--- src/rtl/lsu_subword_if.sv ---
// ============================================================================
//  Module      : lsu_subword_if
//  Description : Request/response bundle between the core datapath and the
//                sub-word load/store unit (valid/ready request, one-cycle
//                response pulse).
//  Revision    : 1.0  initial release
// ============================================================================
`default_nettype none

interface lsu_subword_if;
    logic        req_valid;
    logic        req_ready;
    logic        req_we;
    logic [1:0]  req_size;
    logic        req_unsigned;
    logic [31:0] req_addr;
    logic [31:0] req_wdata;
    logic        rsp_valid;
    logic [31:0] rsp_rdata;
    logic        rsp_err;

    // Core side: issues requests, consumes responses
    modport master (
        output req_valid, req_we, req_size, req_unsigned, req_addr, req_wdata,
        input  req_ready, rsp_valid, rsp_rdata, rsp_err
    );

    // Load/store unit side
    modport slave (
        input  req_valid, req_we, req_size, req_unsigned, req_addr, req_wdata,
        output req_ready, rsp_valid, rsp_rdata, rsp_err
    );
endinterface

`default_nettype wire

--- src/rtl/lsu_subword.sv ---
// ============================================================================
//  Module      : lsu_subword
//  Description : Load/store unit in front of a word-only dmem (sync write,
//                async read). Adds byte/half loads with sign/zero extension
//                and byte/half stores through read-modify-write.
//  Options     : MISALIGN_TRAP_EN - when defined, misaligned or out-of-range
//                accesses are rejected with rsp_err instead of being aligned
//                down / wrapped.
//  Revision    : 1.0  initial release
// ============================================================================
`default_nettype none

module lsu_subword #(
    parameter int MEM_BYTES = 256
) (
    input  wire logic        clk,
    input  wire logic        reset,
    lsu_subword_if.slave     bus,
    output logic             mem_we,
    output logic [31:0]      mem_a,
    output logic [31:0]      mem_wd,
    input  wire logic [31:0] mem_rd
);

    localparam logic [2:0] S_IDLE   = 3'd0;
    localparam logic [2:0] S_LOAD   = 3'd1;
    localparam logic [2:0] S_RMW_RD = 3'd2;
    localparam logic [2:0] S_WRITE  = 3'd3;
    localparam logic [2:0] S_RESP   = 3'd4;

    localparam logic [1:0] SZ_BYTE = 2'b00;
    localparam logic [1:0] SZ_HALF = 2'b01;

    localparam logic [31:0] C_ADDR_MASK = 32'(MEM_BYTES - 1);

    logic [2:0]  state_q, state_d;
    logic        we_q, we_d;
    logic [1:0]  size_q, size_d;
    logic        uns_q, uns_d;
    logic [31:0] addr_q, addr_d;
    logic [31:0] wdata_q, wdata_d;
    logic [31:0] merge_q, merge_d;
    logic [31:0] rdata_q, rdata_d;
    logic        err_q, err_d;

    logic        w_trap;
    logic        w_mem_phase;
    logic [7:0]  w_byte;
    logic [15:0] w_half;
    logic [31:0] w_load_ext;
    logic [31:0] w_merged;

`ifdef MISALIGN_TRAP_EN
    // Reject misaligned halves/words and anything beyond the memory size
    always_comb begin
        w_trap = 1'b0;
        if (bus.req_size == SZ_HALF && bus.req_addr[0])
            w_trap = 1'b1;
        if (bus.req_size[1] && bus.req_addr[1:0] != 2'b00)
            w_trap = 1'b1;
        if (bus.req_addr >= 32'(MEM_BYTES))
            w_trap = 1'b1;
    end
`else
    // No checking: low address bits are dropped and the address wraps
    assign w_trap = 1'b0;
`endif

    // Select the addressed lane of the read word and extend it
    always_comb begin
        w_byte = 8'h00;
        case (addr_q[1:0])
            2'd0:    w_byte = mem_rd[7:0];
            2'd1:    w_byte = mem_rd[15:8];
            2'd2:    w_byte = mem_rd[23:16];
            default: w_byte = mem_rd[31:24];
        endcase
        w_half = addr_q[1] ? mem_rd[31:16] : mem_rd[15:0];
        case (size_q)
            SZ_BYTE: w_load_ext = uns_q ? {24'h000000, w_byte}
                                        : {{24{w_byte[7]}}, w_byte};
            SZ_HALF: w_load_ext = uns_q ? {16'h0000, w_half}
                                        : {{16{w_half[15]}}, w_half};
            default: w_load_ext = mem_rd;
        endcase
    end

    // Replace the addressed lane of the captured word with the store data
    always_comb begin
        w_merged = merge_q;
        case (size_q)
            SZ_BYTE: w_merged[{addr_q[1:0], 3'b000} +: 8] = wdata_q[7:0];
            SZ_HALF: w_merged[{addr_q[1], 4'b0000} +: 16] = wdata_q[15:0];
            default: w_merged = wdata_q;
        endcase
    end

    // dmem drive: address only while an access is in flight, write only in WRITE
    assign w_mem_phase = (state_q == S_LOAD) || (state_q == S_RMW_RD) || (state_q == S_WRITE);
    assign mem_a       = w_mem_phase ? ({addr_q[31:2], 2'b00} & C_ADDR_MASK) : 32'h0;
    assign mem_we      = (state_q == S_WRITE);
    assign mem_wd      = w_merged;

    assign bus.req_ready = (state_q == S_IDLE);
    assign bus.rsp_valid = (state_q == S_RESP);
    assign bus.rsp_rdata = rdata_q;
    assign bus.rsp_err   = err_q;

    // Next-state and datapath capture for the access sequencer
    always_comb begin
        state_d = state_q;
        we_d    = we_q;
        size_d  = size_q;
        uns_d   = uns_q;
        addr_d  = addr_q;
        wdata_d = wdata_q;
        merge_d = merge_q;
        rdata_d = rdata_q;
        err_d   = err_q;
        case (state_q)
            S_IDLE: begin
                if (bus.req_valid) begin
                    we_d    = bus.req_we;
                    size_d  = bus.req_size;
                    uns_d   = bus.req_unsigned;
                    addr_d  = bus.req_addr;
                    wdata_d = bus.req_wdata;
                    if (w_trap) begin
                        rdata_d = 32'h0;
                        err_d   = 1'b1;
                        state_d = S_RESP;
                    end else if (!bus.req_we) begin
                        state_d = S_LOAD;
                    end else if (bus.req_size == SZ_BYTE || bus.req_size == SZ_HALF) begin
                        state_d = S_RMW_RD;
                    end else begin
                        state_d = S_WRITE;
                    end
                end
            end
            S_LOAD: begin
                rdata_d = w_load_ext;
                err_d   = 1'b0;
                state_d = S_RESP;
            end
            S_RMW_RD: begin
                merge_d = mem_rd;
                state_d = S_WRITE;
            end
            S_WRITE: begin
                rdata_d = 32'h0;
                err_d   = 1'b0;
                state_d = S_RESP;
            end
            S_RESP: begin
                state_d = S_IDLE;
            end
            default: begin
                state_d = S_IDLE;
            end
        endcase
    end

    // State and captured request registers; reset aborts any access at once
    always_ff @(posedge clk or posedge reset) begin
        if (reset) begin
            state_q <= S_IDLE;
            we_q    <= 1'b0;
            size_q  <= 2'b00;
            uns_q   <= 1'b0;
            addr_q  <= 32'h0;
            wdata_q <= 32'h0;
            merge_q <= 32'h0;
            rdata_q <= 32'h0;
            err_q   <= 1'b0;
        end else begin
            state_q <= state_d;
            we_q    <= we_d;
            size_q  <= size_d;
            uns_q   <= uns_d;
            addr_q  <= addr_d;
            wdata_q <= wdata_d;
            merge_q <= merge_d;
            rdata_q <= rdata_d;
            err_q   <= err_d;
        end
    end

    // Store flag is kept with the request for visibility; sequencing is decided at accept
    logic w_unused_ok;
    assign w_unused_ok = we_q;

endmodule

`default_nettype wire
--- src/flat_wrapper.sv ---
// flat-port wrapper written by rule: the top's interface ports become plain ports
module lsu_subword_flat 
#(
    parameter int MEM_BYTES = 256
)
  (clk, reset, mem_we, mem_a, mem_wd, mem_rd, bus_req_valid, bus_req_we, bus_req_size, bus_req_unsigned, bus_req_addr, bus_req_wdata, bus_req_ready, bus_rsp_valid, bus_rsp_rdata, bus_rsp_err);
  lsu_subword_if bus_i ();
  input  wire logic clk;
  input  wire logic reset;
  output logic mem_we;
  output logic [31:0] mem_a;
  output logic [31:0] mem_wd;
  input  wire logic [31:0] mem_rd;
  input wire logic [$bits(bus_i.req_valid)-1:0] bus_req_valid;
  input wire logic [$bits(bus_i.req_we)-1:0] bus_req_we;
  input wire logic [$bits(bus_i.req_size)-1:0] bus_req_size;
  input wire logic [$bits(bus_i.req_unsigned)-1:0] bus_req_unsigned;
  input wire logic [$bits(bus_i.req_addr)-1:0] bus_req_addr;
  input wire logic [$bits(bus_i.req_wdata)-1:0] bus_req_wdata;
  output wire logic [$bits(bus_i.req_ready)-1:0] bus_req_ready;
  output wire logic [$bits(bus_i.rsp_valid)-1:0] bus_rsp_valid;
  output wire logic [$bits(bus_i.rsp_rdata)-1:0] bus_rsp_rdata;
  output wire logic [$bits(bus_i.rsp_err)-1:0] bus_rsp_err;
  assign bus_i.req_valid = bus_req_valid;
  assign bus_i.req_we = bus_req_we;
  assign bus_i.req_size = bus_req_size;
  assign bus_i.req_unsigned = bus_req_unsigned;
  assign bus_i.req_addr = bus_req_addr;
  assign bus_i.req_wdata = bus_req_wdata;
  assign bus_req_ready = bus_i.req_ready;
  assign bus_rsp_valid = bus_i.rsp_valid;
  assign bus_rsp_rdata = bus_i.rsp_rdata;
  assign bus_rsp_err = bus_i.rsp_err;
  lsu_subword #(.MEM_BYTES(MEM_BYTES)) u_core (.clk(clk), .reset(reset), .bus(bus_i), .mem_we(mem_we), .mem_a(mem_a), .mem_wd(mem_wd), .mem_rd(mem_rd));
endmodule
--- config.mk ---
export PLATFORM = sky130hd
export DESIGN_NAME = lsu_subword_flat
export DESIGN_NICKNAME = d
export VERILOG_FILES = /design/src/rtl/lsu_subword_if.sv /design/src/rtl/lsu_subword.sv /design/src/flat_wrapper.sv
export SDC_FILE = /design/constraint.sdc
export NUM_CORES = 1
export LEC_CHECK = 0
export BUFFER_PORTS_ARGS = -buffer_cell sky130_fd_sc_hd__buf_4
export CAP_MARGIN = 20
export CORE_UTILIZATION = 30
export CTS_CLUSTER_SIZE = 10
export DETAILED_ROUTE_END_ITERATION = 8
export PLACE_DENSITY = 0.54
export SKIP_CTS_REPAIR_TIMING = 1
export SLEW_MARGIN = 20
export SYNTH_ARGS = -nofsm -noshare
export SYNTH_HDL_FRONTEND = slang
export SYNTH_SLANG_ARGS = --single-unit
export TNS_END_PERCENT = 1
--- constraint.sdc ---
create_clock -name clk -period 5.08 [get_ports clk]
set_input_delay 0 -clock clk [delete_from_list [all_inputs] [get_ports clk]]
set_output_delay 0 -clock clk [all_outputs]
set_load 0.02 [all_outputs]
==> summary.txt <==
Status
  • Status: finished, violations left
  • Failing checks: hold timing

Floorplan
  • Die height: approximately 150 um
  • Core ar.: between 20000 and 25000 um2
  • Row count: 52
  • Starting utilization of the core area: 0.306
  • Die Span X: 145 um
  • Die ar.: 21200 um2
  • Io pins: approximately 200

Drt
  • Vias per cell: roughly 5.0
  • DRT Wirelength: 19800 um
  • First-pass iteration count of the detailed router: 5
  • Drc violations: 0
  • WL/cell: ~19 um
  • ANT nets after route: 0
  • DR iter-0 viols: 213
  • Vias after detailed routing: around 5400

Run
  • Max-Cap Viols: 0

CTS
  • Worst skew pair latency: approximately 0.35 ns
  • Clock tree buffer depth: 2
  • Worst-path clk slew: roughly 0.080 ns
  • CTS tree: done
  • CTS Buf Count: 9
  • CTS H-tree depth: 3
  • Clk sinks: 110
  • Root Buffer: clkbuf_16

STA
  • Clk_skew: 0.00870 ns
  • Worst-margin pin slew: approximately 1.1 ns
  • Final hold violations: 1
  • Rel. slew slack: 0.276
  • F_max: about 280 MHz
  • Final TNS setup: 0 ns
  • Final worst-path cycle share: 0.706
  • Final setup viols: 0
  • Hold WS: -0.0327 ns
  • Final Max Slew Viols: 0
  • RSZ-0062 raised after global routing: no
  • Worst setup margin: roughly 1.5 ns
  • Min Tclk post-route: roughly 3.6 ns

Place
  • DP Area: around 7400 um2
  • Dpl hpwl: between 10000 and 15000 um
  • # port buffers: 151
  • Pre-CTS WS: ~1.9 ns
  • RePlAce Congestion: 0.783

Cells and area
  • Area Overhead vs Synth: 36.9%
  • Final #Nets: roughly 900
  • Post-route cell area: ~8400 um2
  • Inserted Diodes: 0
  • Fin util: 0.419
  • Layout cells sized above 1: 0.332
  • Layout fillers: ~2000
  • Register area: about 2800 um2
  • Area of the multi-input gates: ~3000 um2
  • Commonest cells after routing, fill and taps aside: buf_4 (157), dfrtp_1 (109), a21oi_1 (78), dlygate4sd3_1 (78), mux2_2 (72)
  • Leading cell type in the layout, fill and taps excluded: buf_4

Power and ir drop
  • Leakage power: 3.75 nW
  • Pwr Density: around 690 nW/um2
  • VDD IR max: between 0.4 and 0.5 mV

Logic synthesis
  • YS warnings: 0
  • Mapped Avg Cell Area: 10.5 um2
  • Post-Syn Instances: 590
  • Number of enable flip-flop cells after synthesis: 0
  • Post-Synthesis Cell Area: 6170 um2
  • Register bit total from synthesis: 110
  • Ys async rst share: 1.00
  • Netlist cell types: between 40 and 50
  • Share of the yosys chip area belonging to registers: 0.446
  • Post-synth top flop: dfrtp_1

Critical path
  • Worst Path Buf+Inv: 2
  • CP max stage delay: slightly above 0.9 ns
  • Element type at the critical path end: output pin
  • CP top delay family: compound AO/OA/AOI/OAI gates
  • Setup CP Type: flip-flop to output pin
  • Critical path cell sequence: inv_2 > a21oi_1 > a21boi_1 > a221o_1 > buf_4
  • Critical path launch point type: flip-flop
  • Req. time, crit path: ~5 ns
  • Critical Path Fanout Max: 17
  • Crit-path slowest cell: dfrtp_1
  • CP arrival: 3.59 ns

Worst hold path
  • Worst Hold Class: input pin to flip-flop

Global routing
  • Initial antenna violation count: 0
  • All-layer global routing usage: 0.181
  • Global-route wire length before repair: about 30000 um
  • Largest net degree at the start of global routing: 59
  • GRT overflow: 0
  • Number of global-route vias before repair: slightly above 5000
[routing by layer]
layer | part of all wire | global-route usage | vias up
li1 | - | - | 2482
met1 | 0.44 | 0.241 | 2616
met5 | 0 | 0 | -
met2 | 0.47 | 0.297 | 224
met4 | 0.029 | 0.0626 | 0
met3 | 0.056 | 0.0317 | 33
[cells by family after synthesis]
group | synth area share
AND/OR/NAND/NOR | 0.0892
multiplexers | 0.159
buffers and inverters | 0.0813
flip-flops | 0.446
adder cells (fa/ha/maj) | 0.0122
other | 0.000608
AO/OA/AOI/OAI | 0.212
[sequential cells by signal, indices dropped and copies added (netlist names)]
name	flops
u_core.addr_q	8
u_core.bus.rsp_rdata	32
u_core.merge_q	32
u_core.size_q	2
u_core.state_q	3
u_core.uns_q	1
u_core.wdata_q	32
[Yosys cell counts (2+ instances only)]
| master | number | area [um2] |
|---|---|---|
| clkbuf_1 | 25 | 93.8 |
| buf_6 | 3 | 33.8 |
| a22o_1 | 15 | 131 |
| inv_1 | 19 | 71.3 |
| nand2b_1 | 3 | 18.8 |
| and2_1 | 2 | 12.5 |
| buf_2 | 13 | 65.1 |
| a22oi_1 | 8 | 60.1 |
| o221ai_1 | 16 | 140 |
| buf_1 | 2 | 7.51 |
| o31ai_1 | 8 | 60.1 |
| buf_4 | 29 | 218 |
| a21oi_1 | 78 | 390 |
| mux2_2 | 72 | 811 |
| o21ai_0 | 11 | 55.1 |
| o22ai_1 | 7 | 43.8 |
| dfrtp_1 | 110 | 2750 |
| nor2_1 | 12 | 45.0 |
| a221oi_4 | 2 | 52.6 |
| a221o_1 | 8 | 80.1 |
| nor2b_1 | 33 | 206 |
| o31ai_2 | 10 | 125 |
| mux2i_1 | 17 | 170 |
| ha_1 | 6 | 75.1 |
| a221oi_1 | 14 | 123 |
| nand2_1 | 49 | 184 |
| nor3_1 | 4 | 20.0 |
[metrics by stage]
stage / hold WS, ns / total power [mW] / cells
3_3_place_gp: 0.154 / 4.95 / 970
3_5_place_dp: 0.159 / 5.02 / 970
6_report: -0.0327 / 5.79 / 1064
2_1_floorplan: 0.117 / 3.92 / 616
4_1_cts: -0.216 / 5.76 / 986
5_1_grt: 0.00244 / 6.15 / 1064
[layout make-up]
type | count | share of cell area
multi-input combinational | 412 | 0.358
sequential | 110 | 0.326
timing repair buffer | 235 | 0.232
tap | 270 | 0.0400
clock buffer | 11 | 0.0275
inverter | 21 | 0.00963
clock inverter | 5 | 0.00711
[worst min-delay path, cell delays in order]
cell,delay [ns]
buf_4,0.09
a21oi_1,0.06
nor3_1,0.12
[power by group]
| group | internal (mW) | switching, mW |
|---|---|---|
| logic | 1.50 | 1.87 |
| clock network | 0.386 | 0.332 |
| registers | 1.30 | 0.408 |
[path summary, 6_finish.rpt]
path / start / to / slack (ns) / depth (start not counted)
setup / recovery: u_core.addr_q[1] / mem_wd[9] / 1.49 / 5
hold / removal: bus_req_valid / u_core.state_q[0] / -0.03 / 3
setup reg to reg: u_core.addr_q[1] / u_core.bus.rsp_rdata[29] / 1.82 / 6
hold reg to reg: u_core.bus.rsp_rdata[28] / u_core.bus.rsp_rdata[28] / 0.48 / 2
max in group asynchronous: reset / u_core.merge_q[0] / 3.49 / 4
min in group asynchronous: reset / u_core.wdata_q[28] / 0.32 / 3
(Power assumes the default switching activity.)
